--- src/rtl/fan_status_reporter_pkg.sv ---
// fan_status_reporter_pkg: shared ASCII constants, FSM encoding and character helpers
package fan_status_reporter_pkg;

   localparam logic [7:0] ASC_0      = 8'h30;
   localparam logic [7:0] ASC_Q      = 8'h3f;
   localparam logic [7:0] ASC_DASH   = 8'h2d;
   localparam logic [7:0] ASC_DOLLAR = 8'h24;
   localparam logic [7:0] ASC_CR     = 8'h0d;
   localparam logic [7:0] ASC_LF     = 8'h0a;
   localparam logic [7:0] ASC_SP     = 8'h20;
   localparam logic [5:0] LINE_LEN   = 6'd32;

   typedef enum logic [2:0] {IDLE, SNAP, CONV_T, CONV_H, BUILD, SEND} state_t;

   // Index of the single set bit (0..3) as ASCII; anything else is '?'
   function automatic logic [7:0] onehot_char(input logic [7:0] v);
      return v == 8'h01 ? ASC_0 :
             v == 8'h02 ? ASC_0 + 8'd1 :
             v == 8'h04 ? ASC_0 + 8'd2 :
             v == 8'h08 ? ASC_0 + 8'd3 : ASC_Q;
   endfunction

   // Decimal digit as ASCII; non-decimal nibbles are '?'
   function automatic logic [7:0] dec_char(input logic [3:0] n);
      return n > 4'd9 ? ASC_Q : ASC_0 + {4'h0, n};
   endfunction

endpackage

--- src/rtl/fan_status_reporter_bin2dec_seq.sv ---
// bin2dec_seq: sequential 8-bit to two-digit decimal converter by repeated subtract-10
module bin2dec_seq (
   input  logic       clk,
   input  logic       reset_p,
   input  logic       start,
   input  logic [7:0] value,
   output logic       done,
   output logic [3:0] tens,
   output logic [3:0] ones,
   output logic       ovf
);

   logic [7:0] rem;
   logic       run;

   assign done = run && (ovf || rem < 8'd10);
   assign ones = rem[3:0];

   // Load on start, then peel off one ten per cycle until the remainder is a single digit
   always_ff @(posedge clk) begin
      if (reset_p) begin
         run  <= 1'b0;
         rem  <= '0;
         tens <= '0;
         ovf  <= 1'b0;
      end else if (start) begin
         run  <= 1'b1;
         rem  <= value;
         tens <= '0;
         ovf  <= value > 8'd99;
      end else if (done) begin
         run  <= 1'b0;
      end else if (run) begin
         rem  <= rem - 8'd10;
         tens <= tens + 4'd1;
      end
   end

endmodule

--- src/rtl/fan_status_reporter.sv ---
// fan_status_reporter: periodic/on-demand fan status line builder for the UART string transmitter
module fan_status_reporter
   import fan_status_reporter_pkg::*;
#(
   parameter int SYS_FREQ  = 125,
   parameter int REPORT_US = 1_000_000,
   parameter int GUARD_US  = 5_000
) (
   input  logic         clk,
   input  logic         reset_p,
   input  logic [7:0]   fan_speed,
   input  logic [3:0]   fan_timer_state,
   input  logic [19:0]  cur_time,
   input  logic [7:0]   temperature,
   input  logic [7:0]   humidity,
   input  logic         force_send,
   output logic [255:0] string_data,
   output logic [5:0]   string_len,
   output logic         send_enable,
   output logic         busy
);

   localparam int PER = REPORT_US * SYS_FREQ;
   localparam int GRD = GUARD_US * SYS_FREQ;
   localparam int PW  = $clog2(PER);
   localparam int GW  = $clog2(GRD);

   state_t        state, next;
   logic [PW-1:0] per_cnt;
   logic [GW-1:0] grd_cnt;
   logic          tick, grd_exp, pend, start, done, ovf;
   logic [3:0]    tens, ones;
   logic [7:0]    fan_q, hum_q;
   logic [3:0]    tmr_q;
   logic [19:0]   time_q;
   logic [15:0]   tt, hh;

   assign tick        = per_cnt == PW'(PER - 1);
   assign grd_exp     = grd_cnt == GW'(GRD - 1);
   assign send_enable = state == SEND;
   assign busy        = state != IDLE;
   assign string_len  = LINE_LEN;

   bin2dec_seq conv (
      .clk     (clk),
      .reset_p (reset_p),
      .start   (start),
      .value   (state == SNAP ? temperature : hum_q),
      .done    (done),
      .tens    (tens),
      .ones    (ones),
      .ovf     (ovf)
   );

   // Request tracking: period tick, guard window and a single sticky pending flag
   always_ff @(posedge clk) begin
      if (reset_p) begin
         state   <= IDLE;
         pend    <= 1'b0;
         per_cnt <= '0;
         grd_cnt <= GW'(GRD - 1);
      end else begin
         state   <= next;
         pend    <= (pend && state != SNAP) || tick || force_send;
         per_cnt <= tick ? '0 : per_cnt + 1'b1;
         grd_cnt <= state == SEND ? '0 : grd_exp ? grd_cnt : grd_cnt + 1'b1;
      end
   end

   // Snapshot and digit capture so late input changes cannot touch the in-flight line
   always_ff @(posedge clk) begin
      if (state == SNAP) begin
         fan_q  <= fan_speed;
         tmr_q  <= fan_timer_state;
         time_q <= cur_time;
         hum_q  <= humidity;
      end
      if (state == CONV_T && done) tt <= ovf ? {ASC_DASH, ASC_DASH} : {dec_char(tens), dec_char(ones)};
      if (state == CONV_H && done) hh <= ovf ? {ASC_DASH, ASC_DASH} : {dec_char(tens), dec_char(ones)};
   end

   // The line only changes in BUILD, so it is stable across the SEND cycle
   always_ff @(posedge clk) begin
      if (reset_p)
         string_data <= '0;
      else if (state == BUILD)
         string_data <= {ASC_DOLLAR, "FAN=", onehot_char(fan_q), ASC_SP,
                         "TMR=", onehot_char({4'h0, tmr_q}), ASC_SP,
                         dec_char(time_q[19:16]), ":", dec_char(time_q[15:12]), dec_char(time_q[11:8]),
                         ":", dec_char(time_q[7:4]), dec_char(time_q[3:0]), ASC_SP,
                         "T", tt, "C", ASC_SP, "H", hh, "%", ASC_CR, ASC_LF};
   end

   // Next state and converter start; temperature starts in SNAP, humidity as temperature finishes
   always_comb begin
      next  = state;
      start = 1'b0;
      unique case (state)
         IDLE:    if (pend && grd_exp) next = SNAP;
         SNAP:    begin start = 1'b1; next = CONV_T; end
         CONV_T:  if (done) begin start = 1'b1; next = CONV_H; end
         CONV_H:  if (done) next = BUILD;
         BUILD:   next = SEND;
         SEND:    next = IDLE;
         default: next = IDLE;
      endcase
   end

endmodule

--- config.mk ---
export PLATFORM = sky130hd
export DESIGN_NAME = fan_status_reporter
export DESIGN_NICKNAME = d
export VERILOG_FILES = /design/src/rtl/fan_status_reporter_pkg.sv /design/src/rtl/fan_status_reporter_bin2dec_seq.sv /design/src/rtl/fan_status_reporter.sv
export SDC_FILE = /design/constraint.sdc
export NUM_CORES = 1
export LEC_CHECK = 0
export BUFFER_PORTS_ARGS = -buffer_cell sky130_fd_sc_hd__buf_2
export CAP_MARGIN = 20
export CORE_MARGIN = 2
export CORE_UTILIZATION = 40
export CTS_CLUSTER_DIAMETER = 40
export CTS_CLUSTER_SIZE = 28
export DETAILED_ROUTE_END_ITERATION = 12
export GPL_ROUTABILITY_DRIVEN = 0
export PLACE_DENSITY = 0.67
export SYNTH_ARGS = -nofsm -noshare
export SYNTH_HDL_FRONTEND = slang
export SYNTH_SLANG_ARGS = --single-unit
--- constraint.sdc ---
create_clock -name clk -period 3.8 [get_ports clk]
set_input_delay 0.19 -clock clk [delete_from_list [all_inputs] [get_ports clk]]
set_output_delay 0.19 -clock clk [all_outputs]
set_load 0.03 [all_outputs]
* Word-level counts from Yosys, hierarchy flattened
Cells that the tools add are included.
Widths: inputs -> output; s select.
** Word-level totals
- Register bits after elaboration :: 267
- Input bits :: 51
- Output and inout port bits :: 264
** Operators by class
- Add/sub/neg operators :: 11
- $lt $le $gt $ge :: 9
- Equal/unequal tests :: 21
- Multiplexer cells :: 30
- Bitwise logic cells :: 1
- Reduce and logical (&&, ||, !) cells :: 18
** Operator list (count)
- $add 6x4->7 const A :: 7
- $mux 7 :: 7
- $mux 20 :: 2
- $mux 4 :: 8
- $mux 8 :: 4
- $gt 4x4->1 const B :: 7
- $add 27x1->27 const B :: 1
- $eq 27x27->1 const B :: 1
- $add 20x1->20 const B :: 1
- $eq 20x20->1 const B :: 1
- $mux 15 :: 1
- $pmux 3 s5 :: 1
- $mux 3 :: 3
- $eq 8x1->1 const B :: 1
- $eq 8x2->1 const B :: 1
- $eq 8x3->1 const B :: 1
- $eq 8x4->1 const B :: 1
- $gt 8x7->1 const B :: 1
- $lt 8x4->1 const B :: 1
- $ne 2x2->1 const B :: 4
- $sub 8x4->8 const B :: 1
- $eq 3x2->1 const B :: 2
- $eq 3x3->1 const B :: 2
- $reduce_or 2->1 :: 3
- 18 further kinds :: 28

* Logic depth before layout (Yosys ltp)
Gate-level depths: netlist of run 1.
- Word-level depth :: 7
- Depth in mapped cells :: 7
- Gate-level depth less buffers :: 7

* Cells and area by module
From an unflattened synthesis of run 1, not the netlist that was laid out.
** Unflattened totals
- Cells, all modules :: 905
- Area total of the unflattened synthesis :: 8603.3 µm²
** By module, submodules not included
- fan_status_reporter :: times used 1, cells an instance 818, area an instance 7803.7 µm²
- bin2dec_seq :: times used 1, cells an instance 87, area an instance 799.5 µm²

* Least setup slack after synthesis of run 1
OpenSTA, ideal clock, no wires.
- Path type :: flip-flop to output port
- Start :: reg, netlist name string_data[213]
- End :: out string_data[100]
- Arrival time :: 2.085 ns
- Path slack :: 1.525 ns
- Stages on the path, launching flop included :: 2
- Cells stage by stage :: dfxtp_1 > buf_4
** RTL lines
- to (decl) :: line fan_status_reporter.sv:17 : output logic [255:0] string_data,

* Worst setup path after layout of run 1
- Start :: reg state[0]
- End :: reg time_q[6] (enable)
** On the way
- Longest elaborated chain between the ends :: 1
** RTL lines
- from (decl) :: line fan_status_reporter.sv:28 : state_t state, next;
- from (signal assigned) :: line fan_status_reporter.sv:63 : state <= next;
- $eq 3x1->1 :: line fan_status_reporter.sv:72 : if (state == SNAP) begin
- to (signal assigned) :: line fan_status_reporter.sv:75 : time_q <= cur_time;
- to (decl) :: line fan_status_reporter.sv:35 : logic [19:0] time_q;
No other way between the ends.
A chain may end at the register's enable or synchronous reset.

==> flow_summary_export.csv, run 1 <==
group,metric,value,unit
critical_path,worst-r2r-setup-slack,1370,ps
timing,fin_crit,2430,ps
critical_path,r2r_end,"time_q[6]$_DFFE_PP_",
timing,fmax,412,MHz
finish,area_growth,12.3,%
placement,placed_cells,1211,
timing,period_share,0.638,
placement,placed_area,0.00841,mm^2
route,dr.first_iter.drc_count,278,
global_routing,grt_max_degree,79,
placement,io_buffers,177,
critical_path,required,3910,ps
yosys,yosysUniqueCellTypes,60,
timing,finalClockSkew,13.3,ps
timing,hold_viol_final,0,
power,ir_drop,0.281,mV
yosys,synth_ff_type,"dfxtp_1",
cts,ctsResizeCount,0,
critical_path,startpoint_type,"register",
status,status,"finished clean",
route,wirelength,16.4,mm
floorplan,die_width,149,um
yosys,syn_avg_cell_area,9.65,um^2
yosys,yosysMostFrequentCell,"buf_4",
finish,final_layout_size_suffix_gt1_frac,0.229,
min_path,hold_class,"input port to register",
cts,cts_tree,"done",
finish,layout.cells.non_filler,1286,
cts,htree_levels,4,
floorplan,io_pins,315,
critical_path,rr_startpoint,"state[0]$_SDFFE_PP0P_",
critical_path,end_kind,"register",
yosys,yosysSeqAreaShare,0.470,
cts,cts-buffers-inserted,17,
job,timing.max_cap.violations,0,
power,p_leak,4.10,nW
global_routing,overflow,0,
yosys,synth_top_area_cell,"dfxtp_1",
power,powerDensity,472,mW/mm^2
cts,clk_path_buf_depth,2,
timing,worst_pin_slew,1010,ps
floorplan,rows,52,
global_routing,grt_pass1_vias,5208,
yosys,synth_top_area_frac,0.263,
critical_path,path_class,"register to register",
yosys,synthTopCellsByCount,"buf_4, dfxtp_1, nor2_1",
timing,finalSetupViolCount,0,
critical_path,crit_end,"time_q[6]$_DFFE_PP_",
critical_path,startpoint,"state[0]$_SDFFE_PP0P_",
global_routing,antenna_found_initial,1,
timing,timing.setup.tns,0,ps
yosys,synthCells,869,
floorplan,fp.coreArea,0.0204,mm^2
timing,maxSlewViolCount,0,
cts,cts-root-buf,"clkbuf_16",
cts,clkLatencyLatePin,430,ps
cts,cts.sinks,168,
timing,timing.hold.ws,36.8,ps
yosys,synthArstFlopShare,0,
yosys,synth-edff-count,58,
finish,nets,1060,
global_routing,grt_pass1_wl,25.2,mm
route,drtAntennaViolNets,0,
finish,diodes,0,
route,drc,0,
floorplan,dieArea,0.0221,mm^2
route,drt-wirelength-per-cell,12.8,um
cts,clk_pin_slew,60,ps
critical_path,cp.arrival,2540,ps
yosys,yosysWarnings,0,
global_routing,grtUsageTotal,0.144,
critical_path,crit_fanout,24,
floorplan,start_util,0.411,
route,viasPerCell,4.50,
critical_path,r2r_cells,3,
timing,max-slew-margin-rel,0.318,
placement,hpwlAfterDp,11.3,mm
route,dr.pass1.iters,4,
yosys,synth_area,0.00839,mm^2
yosys,synthTopCellsByArea,"dfxtp_1, edfxtp_1, buf_4",
floorplan,fp.dieH,149,um
finish,fin_area,0.00942,mm^2
yosys,ys_seq_elements,168,
route,vias,5793,
timing,rsz0062_at_grt,"false",
-- through the flow --
| step | utilization | setup WS [ps] | total power, mW |
|---|---|---|---|
| 6_report | 0.461 | 1370 | 4.44 |
| 5_1_grt | 0.461 | 1220 | 4.64 |
| 4_1_cts | 0.460 | 1360 | 4.47 |
| 3_5_place_dp | 0.411 | 1380 | 2.76 |
| 3_3_place_gp | 0.411 | 1420 | 2.75 |
| 2_1_floorplan | - | 1520 | 2.75 |
-- routing by layer --
layer	share of wire	GRT usage	up-vias
met3	0.066	0.0382	17
met2	0.50	0.252	227
met1	0.42	0.168	2675
met4	0.015	0.0548	0
met5	0	0	-
li1	-	-	2874
-- power breakdown --
part	total [mW]	switching (mW)	internal, mW
clock network	1.68	0.713	0.967
registers	2.07	0.0924	1.98
logic	0.695	0.458	0.237
-- worst min-delay path by stage --
stage	start	to	cells past startpoint
final	force_send	pend$_SDFF_PP0_	3
after CTS	force_send	pend$_SDFF_PP0_	3
after detailed placement	cur_time[4]	time_q[4]$_DFFE_PP_	1
after global placement	cur_time[4]	time_q[4]$_DFFE_PP_	1
after floorplan	fan_speed[0]	fan_q[0]$_DFFE_PP_	0
after global routing	force_send	pend$_SDFF_PP0_	3
-- flip-flops by register name, summed over array words and instances, names as in the netlist --
name and flops:
hh 9, conv.tens 4, state 3, pend 1, tmr_q 4, time_q 20, conv.run 1, conv.ovf 1
per_cnt 27, grd_cnt 20, string_data 45, hum_q 8, tt 9, fan_q 8, conv.rem 8
-- placed cells by master (no fill, tap or decap), types with 11 or more instances in the layout --
cell type / instances
nor3_1: 15
o22ai_1: 15
dlygate4sd3_1: 40
a21oi_1: 38
xnor2_1: 20
mux2i_1: 13
conb_1: 137
nand2_1: 82
buf_2: 177
o21ai_0: 11
nand3_1: 20
xor2_1: 31
clkbuf_16: 18
nor2_1: 83
nand4_1: 17
dfxtp_1: 109
nor4_1: 11
inv_1: 12
edfxtp_1: 58
-- final cells by class --
cell class	instances	area, um^2
Fill cell	1913	11000
Sequential cell	168	3950
Multi-Input combinational cell	578	3150
Timing Repair Buffer	225	1360
Clock buffer	20	468
Tap cell	270	338
Clock inverter	12	114
Inverter	13	48.8
-- timing repair --
action / 4_1_cts / 5_1_grt
hold buffers: 40 / 0
setup buffers: 0 / 0
hold endpoints to repair: 40 / 0
-- critical path, stage by stage (launching register included) --
cell	delay, ps
dfxtp_1	630
or3b_2	630
inv_2	460
buf_4	390
-- logic make-up (layout without fill, tap and decap cells) --
family,Yosys count,after routing,synth area share
XOR/XNOR,51,51,0.0533
multiplexers,15,15,0.0182
adder cells (fa/ha/maj),6,6,0.00895
AND/OR/NAND/NOR,264,264,0.151
other,2,137,0.000895
flip-flops,168,168,0.470
buffers and inverters,258,270,0.216
AO/OA/AOI/OAI,105,105,0.0823
(Power assumes the default switching activity.)
==> run 2: changes to the inputs <==
--- a/config.mk
+++ b/config.mk
@@ -13,7 +13,7 @@
 export CTS_CLUSTER_SIZE = 28
 export DETAILED_ROUTE_END_ITERATION = 12
 export GPL_ROUTABILITY_DRIVEN = 0
-export PLACE_DENSITY = 0.67
+export PLACE_DENSITY = 0.7
 export SYNTH_ARGS = -nofsm -noshare
 export SYNTH_HDL_FRONTEND = slang
 export SYNTH_SLANG_ARGS = --single-unit
==> constraint.sdc (replaced) <==
create_clock -name clk -period 2.2 [get_ports clk]
set_input_delay 0.11 -clock clk [delete_from_list [all_inputs] [get_ports clk]]
set_output_delay 0.11 -clock clk [all_outputs]
set_load 0.03 [all_outputs]
==> run 2 against run 1 <==
  * Via count hardly changed
  * Sequential cell count is the same
  * Wire length down 0.54%
  * Count of clock-buffer cells in the layout is 3 lower
  * Critical path type unchanged
  * Critical endpoint is now per_cnt[10]$_SDFF_PP0_
==> flow_summary_export.csv, run 2 (synthesis gave the netlist of run 1 again) <==
group,metric,value,unit
cts,clkLatencyLatePin,430,ps
cts,cts_tree,"done",
cts,cts-root-buf,"clkbuf_16",
finish,nets,1073,
power,switching_share,0.296,
timing,hold_viol_final,0,
placement,placed_cells,1226,
timing,finalSetupViolCount,0,
critical_path,required,2500,ps
cts,cts-buffers-inserted,17,
finish,final_cell_mix,"buf_2, conb_1, dfxtp_1, nor2_1, nand2_1",
finish,largest_register,"string_data",
power,ir_drop,0.582,mV
route,dr.first_iter.drc_count,274,
global_routing,grt_pass1_wl,25.5,mm
global_routing,overflow,0,
timing,fin_crit,1920,ps
route,drtAntennaViolNets,0,
global_routing,antenna_found_initial,0,
finish,final_layout_size_suffix_gt1_frac,0.241,
critical_path,cp.depth,4,
critical_path,cp.arrival,2220,ps
floorplan,start_util,0.411,
placement,hpwlAfterDp,11.5,mm
critical_path,startpoint_type,"register",
critical_path,crit_family,"simple AND/OR/NAND/NOR gates",
timing,timing.setup.tns,0,ps
floorplan,rows,52,
critical_path,r2r_cells,4,
global_routing,grt_max_degree,56,
cts,htree_levels,4,
critical_path,cp_cell_sequence,"or4b_1 > nor4_4 > a21o_2 > nor2_1",
finish,diodes,0,
critical_path,worst_path_max_delay_cell,"or4b_1",
route,viasPerCell,4.46,
finish,largest_reg_flops,45,
cts,cts.sinks,168,
finish,top_regs,"string_data x45, per_cnt x27",
cts,cts_hold_buf,41,
cts,clk_path_buf_depth,2,
status,status,"finished clean",
power,powerDensity,812,mW/mm^2
timing,finalClockSkew,9.60,ps
timing,worst_pin_slew,657,ps
route,drc,0,
route,dr.pass1.iters,7,
timing,period_share,0.871,
route,wirelength,16.3,mm
finish,layout.cells.non_filler,1299,
power,p_comb_frac,0.161,
global_routing,grtUsageTotal,0.145,
route,vias,5792,
cts,post_cts_buffers,0,
finish,fillers,1889,
placement,io_buffers,177,
floorplan,fp.coreArea,0.0204,mm^2
floorplan,io_pins,315,
critical_path,crit_fanout,22,
min_path,hold_class,"input port to register",
floorplan,die_width,149,um
timing,max-slew-margin-rel,0.551,
timing,fin_ws,283,ps
timing,fmax,522,MHz
route,drt-wirelength-per-cell,12.6,um
power,seq_power_share,0.459,
floorplan,fp.dieH,149,um
min_path,min_path_cells,3,
finish,layout_commonest_cell,"buf_2",
timing,rsz0062_at_grt,"false",
placement,place_ws,292,ps
cts,clk_pin_slew,70,ps
power,p_leak,4.17,nW
critical_path,max_stage_delay,590,ps
finish,final_util,0.467,
critical_path,path_class,"register to register",
global_routing,grt_pass1_vias,5177,
critical_path,end_kind,"register",
power,switchingPower,2.29,mW
critical_path,critPathBufInv,0,
floorplan,dieArea,0.0221,mm^2
timing,maxSlewViolCount,0,
cts,ctsResizeCount,0,
finish,area_growth,13.6,%
power,clockPowerShare,0.380,
power,p_int,5.45,mW
job,timing.max_cap.violations,0,
-- run 2: cell count changes in the layout (fill, tap and decap cells not counted), sizes merged --
cell         change
clkbuf           -4
clkinvlp         +1
clkinv           -1
dlygate4sd3      +1
buf             +13
inv              +3
-- run 2: final timing paths --
check	from	to	slack [ps]
worst max-delay path	per_cnt[7]$_SDFF_PP0_	per_cnt[10]$_SDFF_PP0_	280
worst min-delay path	temperature[0]	conv.rem[0]$_SDFFE_PP0P_	40
worst max register to register	per_cnt[7]$_SDFF_PP0_	per_cnt[10]$_SDFF_PP0_	280
worst min register to register	string_data[26]$_SDFFE_PP0P_	string_data[26]$_SDFFE_PP0P_	450
-- run 2: metrics by stage --
stage / instance area, um^2 / hold WS (ps) / power [mW]
after floorplan: 8900 / 209 / 4.75
final: 9530 / 35.5 / 7.74
after global routing: 9530 / 85.2 / 8.07
after global placement: 8540 / 286 / 4.78
after CTS: 9530 / 24.0 / 7.79
after detailed placement: 8540 / 288 / 4.81
-- run 2: tightest hold or removal path, cell delays in order --
cell,delay [ps]
buf_2,100
mux2i_1,120
a211oi_1,80
-- run 2: layout make-up --
| class | instances | area (um^2) | area share |
|---|---|---|---|
| clock buffer | 17 | 425 | 0.0446 |
| tap | 270 | 338 | 0.0354 |
| inverter | 13 | 48.8 | 0.00512 |
| clock inverter | 15 | 160 | 0.0168 |
| multi-input combinational | 578 | 3160 | 0.331 |
| timing repair buffer | 238 | 1460 | 0.153 |
| sequential | 168 | 3950 | 0.414 |
-- run 2: metal layers --
layer  track usage  wire [um]  vias up
met5             0          0        -
met4        0.0533        243        0
met3        0.0355       1090       21
met2         0.257       8370      241
met1         0.170       6620     2626
li1              -          -     2904
-- run 2: power groups by stage --
| stage | clock [mW] | combinational, mW | sequential [mW] |
|---|---|---|---|
| floorplan | 0 | 1.17 | 3.59 |
| global placement | 0 | 1.16 | 3.61 |
| detailed placement | 0 | 1.18 | 3.62 |
| global route | 3.12 | 1.37 | 3.58 |
| CTS | 2.99 | 1.24 | 3.55 |
| finish | 2.94 | 1.25 | 3.55 |
